## config.mk

```make
export PLATFORM = sky130hd
export DESIGN_NAME = logic_seq_unit
export DESIGN_NICKNAME = d
export VERILOG_FILES = /design/src/rtl/logic_seq_unit.sv
export SDC_FILE = /design/constraint.sdc
export NUM_CORES = 1
export LEC_CHECK = 0
export ABC_AREA = 1
export BUFFER_PORTS_ARGS = -buffer_cell sky130_fd_sc_hd__buf_2
export CAP_MARGIN = 25
export CELL_PAD_IN_SITES_DETAIL_PLACEMENT = 2
export CELL_PAD_IN_SITES_GLOBAL_PLACEMENT = 2
export CORE_ASPECT_RATIO = 0.75
export CORE_MARGIN = 4
export CORE_UTILIZATION = 31
export DETAILED_ROUTE_END_ITERATION = 16
export GPL_ROUTABILITY_DRIVEN = 0
export PLACE_DENSITY_LB_ADDON = 0.05
export SETUP_SLACK_MARGIN = 0.02
export SYNTH_ARGS = -nofsm -noshare
export SYNTH_HDL_FRONTEND = slang
export SYNTH_SLANG_ARGS = --single-unit
```

## constraint.sdc

```tcl
create_clock -name CLK -period 2.5 [get_ports CLK]
set_input_delay 0.125 -clock CLK [delete_from_list [all_inputs] [get_ports CLK]]
set_output_delay 0.125 -clock CLK [all_outputs]
set_load 0.02 [all_outputs]
```

## src/rtl/logic_seq_unit.sv

```systemverilog
// Sequential bitwise logic unit: latches OP1/OP2/OPRN on START, evaluates one slice per clock into Y.
// Latency: DONE pulses NUM_SLICES edges after the START sample; back-to-back issue every NUM_SLICES+2 cycles.
// Backpressure: none; START is only sampled in IDLE and is ignored (not queued) while BUSY.
//
// Ports: CLK/RST (async active-low) clock and reset; START request; OPRN opcode
//        (00 AND, 01 OR, 10 NOR, 11 INV of OP1); OP1/OP2 operands; Y result register;
//        BUSY high in RUN and DONE; DONE one-cycle completion pulse; ZERO result-is-zero flag.
// Optional feature: define LOGIC_SEQ_UNIT_ZERO_FLAG_EN to build the ZERO flag; otherwise ZERO is tied to 0.
module logic_seq_unit #(
    parameter int DATA_WIDTH  = 32,
    parameter int SLICE_WIDTH = 8
) (
    input  logic                  CLK,
    input  logic                  RST,
    input  logic                  START,
    input  logic [1:0]            OPRN,
    input  logic [DATA_WIDTH-1:0] OP1,
    input  logic [DATA_WIDTH-1:0] OP2,
    output logic [DATA_WIDTH-1:0] Y,
    output logic                  BUSY,
    output logic                  DONE,
    output logic                  ZERO
);

    localparam int NUM_SLICES = DATA_WIDTH / SLICE_WIDTH;
    localparam int CW         = (NUM_SLICES > 1) ? $clog2(NUM_SLICES) : 1;

    localparam logic [CW-1:0] CNT_LAST = CW'(NUM_SLICES - 1);
    localparam logic [CW-1:0] CNT_ONE  = CW'(1);

    localparam logic [1:0] S_IDLE = 2'd0;
    localparam logic [1:0] S_RUN  = 2'd1;
    localparam logic [1:0] S_DONE = 2'd2;

    logic [1:0]            state;
    logic [CW-1:0]         cnt;
    logic [DATA_WIDTH-1:0] a_q;
    logic [DATA_WIDTH-1:0] b_q;
    logic [1:0]            op_q;
    logic                  busy_q;
    logic                  done_q;

    logic                  capture;
    logic                  last_slice;
    int                    base;
    logic [SLICE_WIDTH-1:0] a_sl;
    logic [SLICE_WIDTH-1:0] b_sl;
    logic [SLICE_WIDTH-1:0] r_sl;

    assign capture    = (state == S_IDLE) && START;
    assign last_slice = (state == S_RUN) && (cnt == CNT_LAST);

    // Slice datapath works only on the captured copies, so input churn after capture is harmless.
    always_comb begin
        base = int'(cnt) * SLICE_WIDTH;
        a_sl = a_q[base +: SLICE_WIDTH];
        b_sl = b_q[base +: SLICE_WIDTH];
        case (op_q)
            2'b00:   r_sl = a_sl & b_sl;
            2'b01:   r_sl = a_sl | b_sl;
            2'b10:   r_sl = ~(a_sl | b_sl);
            default: r_sl = ~a_sl;
        endcase
    end

    always_ff @(posedge CLK or negedge RST) begin
        if (!RST) begin
            state  <= S_IDLE;
            cnt    <= '0;
            a_q    <= '0;
            b_q    <= '0;
            op_q   <= '0;
            Y      <= '0;
            busy_q <= 1'b0;
            done_q <= 1'b0;
        end else begin
            case (state)
                S_IDLE: begin
                    if (START) begin
                        a_q    <= OP1;
                        b_q    <= OP2;
                        op_q   <= OPRN;
                        cnt    <= '0;
                        busy_q <= 1'b1;
                        state  <= S_RUN;
                    end
                end
                S_RUN: begin
                    Y[base +: SLICE_WIDTH] <= r_sl;
                    if (cnt == CNT_LAST) begin
                        done_q <= 1'b1;
                        state  <= S_DONE;
                    end else begin
                        cnt <= cnt + CNT_ONE;
                    end
                end
                S_DONE: begin
                    done_q <= 1'b0;
                    busy_q <= 1'b0;
                    state  <= S_IDLE;
                end
                default: begin
                    done_q <= 1'b0;
                    busy_q <= 1'b0;
                    state  <= S_IDLE;
                end
            endcase
        end
    end

    assign BUSY = busy_q;
    assign DONE = done_q;

`ifdef LOGIC_SEQ_UNIT_ZERO_FLAG_EN
    // Sticky OR of every slice written so far; the last slice is folded in directly
    // so ZERO lands on the same edge as DONE.
    logic acc_q;
    logic zero_q;

    always_ff @(posedge CLK or negedge RST) begin
        if (!RST) begin
            acc_q  <= 1'b0;
            zero_q <= 1'b0;
        end else if (capture) begin
            acc_q  <= 1'b0;
            zero_q <= 1'b0;
        end else if (state == S_RUN) begin
            acc_q <= acc_q | (|r_sl);
            if (last_slice) begin
                zero_q <= ~(acc_q | (|r_sl));
            end
        end
    end

    assign ZERO = zero_q;
`else
    assign ZERO = 1'b0;
`endif

endmodule

```

==> results.py <==
metrics = {
    "status": {
        "status": "complete, no violations",
    },
    "logic_synthesis": {
        "synthTopCellsByArea": "dfrtp_1, nand2_1, o21ai_0, nand3_1, inv_1",
        "synth_common_cells": "nand2_1, dfrtp_1, o21ai_0",
        "synthCells": 646,
        "synth_fp_nets": 721,
        "synth-seq-area-share_pct": 51.9,
        "yosysMostFrequentCell": "nand2_1",
        "async_flop_share_pct": 100,
        "synth_edf_count": 0,
        "yosys.area.top_type_share_pct": 51.9,
        "synth_top_area_cell": "dfrtp_1",
        "synth_ff_type": "dfrtp_1",
        "yosysWarnings": 0,
        "syn_avg_cell_area_um2": 7.77,
        "ys_types": 25,
        "syn_area_mm2": 0.00502,
        "ys_ff_latch": 104,
    },
    "placement": {
        "numPlacedInstances": 930,
        "dp_hpwl_um": 11900,
        "pre_cts_ws_ns": 0.426,
        "io_buffers": 102,
    },
    "critical_path": {
        "cp-end-kind": "register",
        "critical_path_class": "reg2reg",
        "crit_arrival_ns": 2.32,
        "path_max_fanout": 37,
        "startpoint_type": "register",
        "critical_path_required_ns": 2.76,
    },
    "sta": {
        "period_minus_slack_ns": 2.06,
        "rsz0062_at_grt": "false",
        "fin_hold_ws_ns": 0.00343,
        "fin_worst_skew_ns": 0.00975,
        "max_freq_mhz": 485,
        "drv_slew": 0,
        "setup_tns_ns": 0,
        "setup-violations-final": 0,
        "finalHoldViolCount": 0,
        "fin_crit_sh_pct": 82.5,
        "worst_slew_pin_slew_ns": 0.621,
        "setup_slack_ns": 0.438,
        "slew_headroom_pct": 58.5,
    },
    "routing": {
        "drt-initial-drc-count": 220,
        "routed_via_density": 4.72,
        "dr.pass1.iters": 4,
        "ant_nets": 0,
        "via_count": 4727,
        "drc": 0,
        "wl_per_cell_um": 17.0,
        "drt_wl_total_um": 17000,
    },
    "cts": {
        "clockBufferDepth": 2,
        "cts_hold_buf": 55,
        "cts_setup_buffers": 0,
        "worstSkewPairLatency_ns": 0.35,
        "cts-htree-levels": 3,
        "clk_pin_slew_ns": 0.07,
        "cts_resized": 0,
        "cts.sinks": 104,
        "cts_tree": "yes",
        "clk_root_buffer_cell": "clkbuf_16",
        "cts_buffers": 9,
    },
    "power": {
        "powerDensity_mw_per_mm2": 1330,
        "p_int_mw": 4.64,
        "vdd.ir_drop.worst_mv": 0.573,
        "switching_share_pct": 46.9,
        "power_frac_comb_pct": 48.8,
        "seqPwrFrac_pct": 33.5,
        "p_clk_share_pct": 17.7,
        "p_total_mw": 8.74,
        "power.leakage_nw": 3.58,
        "power_switching_mw": 4.09,
    },
    "floorplan": {
        "dieArea_mm2": 0.0183,
        "num_io_pins": 104,
        "initial_core_util_pct": 32.2,
        "die_h_um": 118,
        "rows": 39,
        "die_w_um": 155,
        "coreArea_mm2": 0.0156,
    },
    "finish": {
        "area_growth_pct": 30.7,
        "num_antenna_cells": 0,
        "layout-drive-gt1-share_pct": 18.8,
        "stdcell_count": 1001,
        "final_nets": 867,
    },
    "worst_hold_path": {
        "min_path_type": "in2reg",
    },
    "flow_run": {
        "maxCapViolCount": 0,
    },
    "grt": {
        "grt-ovfl-total": 0,
        "grt_pass1_vias": 5317,
        "antenna_found_initial": 0,
        "grt_pass1_wl_um": 28200,
        "grt_max_degree": 62,
        "grt_usage_pct": 19.1,
    },
}
## registers in the layout, indices dropped and copies added, names as in the netlist
register  count
DONE          1
Y            32
a_q          32
op_q          2
b_q          32
cnt           2
BUSY          1
state         2
## through the flow
step	area, um^2	utilization, %
floorplan	5020	-
CTS	6550	42.1
finish	6560	42.1
detailed placement	5680	36.5
global placement	5680	36.5
global route	6560	42.1
## power groups by stage
stage	Sequential (mW)	Clock [mW]	Combinational, mW
5_1_grt	3.03	1.65	4.88
6_report	2.93	1.55	4.26
3_5_place_dp	2.96	0	4.24
3_3_place_gp	2.93	0	4.04
4_1_cts	2.94	1.58	4.35
2_1_floorplan	3.10	0	2.66
## worst max-delay path, cell delays in order (launching register included)
cell and delay [ns]:
dfrtp_1 0.44, inv_6 0.26, ha_1 0.56, nand4_1 0.42, o21ai_0 0.29
## logic make-up after synthesis
group,after synthesis,synth area share (%)
buffers and inverters,71,7.06
adder cells (fa/ha/maj),6,1.50
AO/OA/AOI/OAI,62,6.58
flip-flops,104,51.9
AND/OR/NAND/NOR,402,32.9
other,1,0.0747
## layout by cell type, fill, tap and decap left out, drive strengths merged, types with 4 or more instances in the layout
| cell | netlist | final |
|---|---|---|
| nor2 | 16 | 16 |
| dlygate4sd3 | 0 | 56 |
| o21ai | 54 | 54 |
| clkinv | 2 | 4 |
| o211ai | 8 | 8 |
| nand3 | 40 | 40 |
| ha | 6 | 6 |
| nand2 | 344 | 344 |
| clkbuf | 7 | 10 |
| buf | 24 | 110 |
| inv | 38 | 38 |
| dfrtp | 104 | 104 |
## layer usage
layer  vias to the layer above  GRT usage (%)  part of all wire, %
met3                        12           2.96                  3.5
met5                         -              0                    0
met2                        85           31.8                   48
met4                         0           3.59                 0.80
li1                       2292              -                    -
met1                      2338           26.6                   48
## final cells by class
cell class	count	area (um^2)
Inverter	40	158
Clock buffer	10	239
Sequential cell	104	2600
Clock inverter	5	81.3
Multi-Input combinational cell	471	2060
Timing Repair Buffer	166	1160
Fill cell	1807	9010
Tap cell	205	256
## worst paths after layout
kind	from	endpoint	slack (ns)	depth (start not counted)
hold / removal	OP2[29]	b_q[29]	0.003	3
setup reg to reg	cnt[0]	Y[2]	0.44	4
max in group asynchronous	RST	a_q[8]	1.66	3
setup / recovery	cnt[0]	Y[2]	0.44	4
hold reg to reg	Y[31]	Y[31]	0.48	2
min in group asynchronous	RST	b_q[18]	0.13	2
Note: power is estimated with default switching activity, not from simulation.
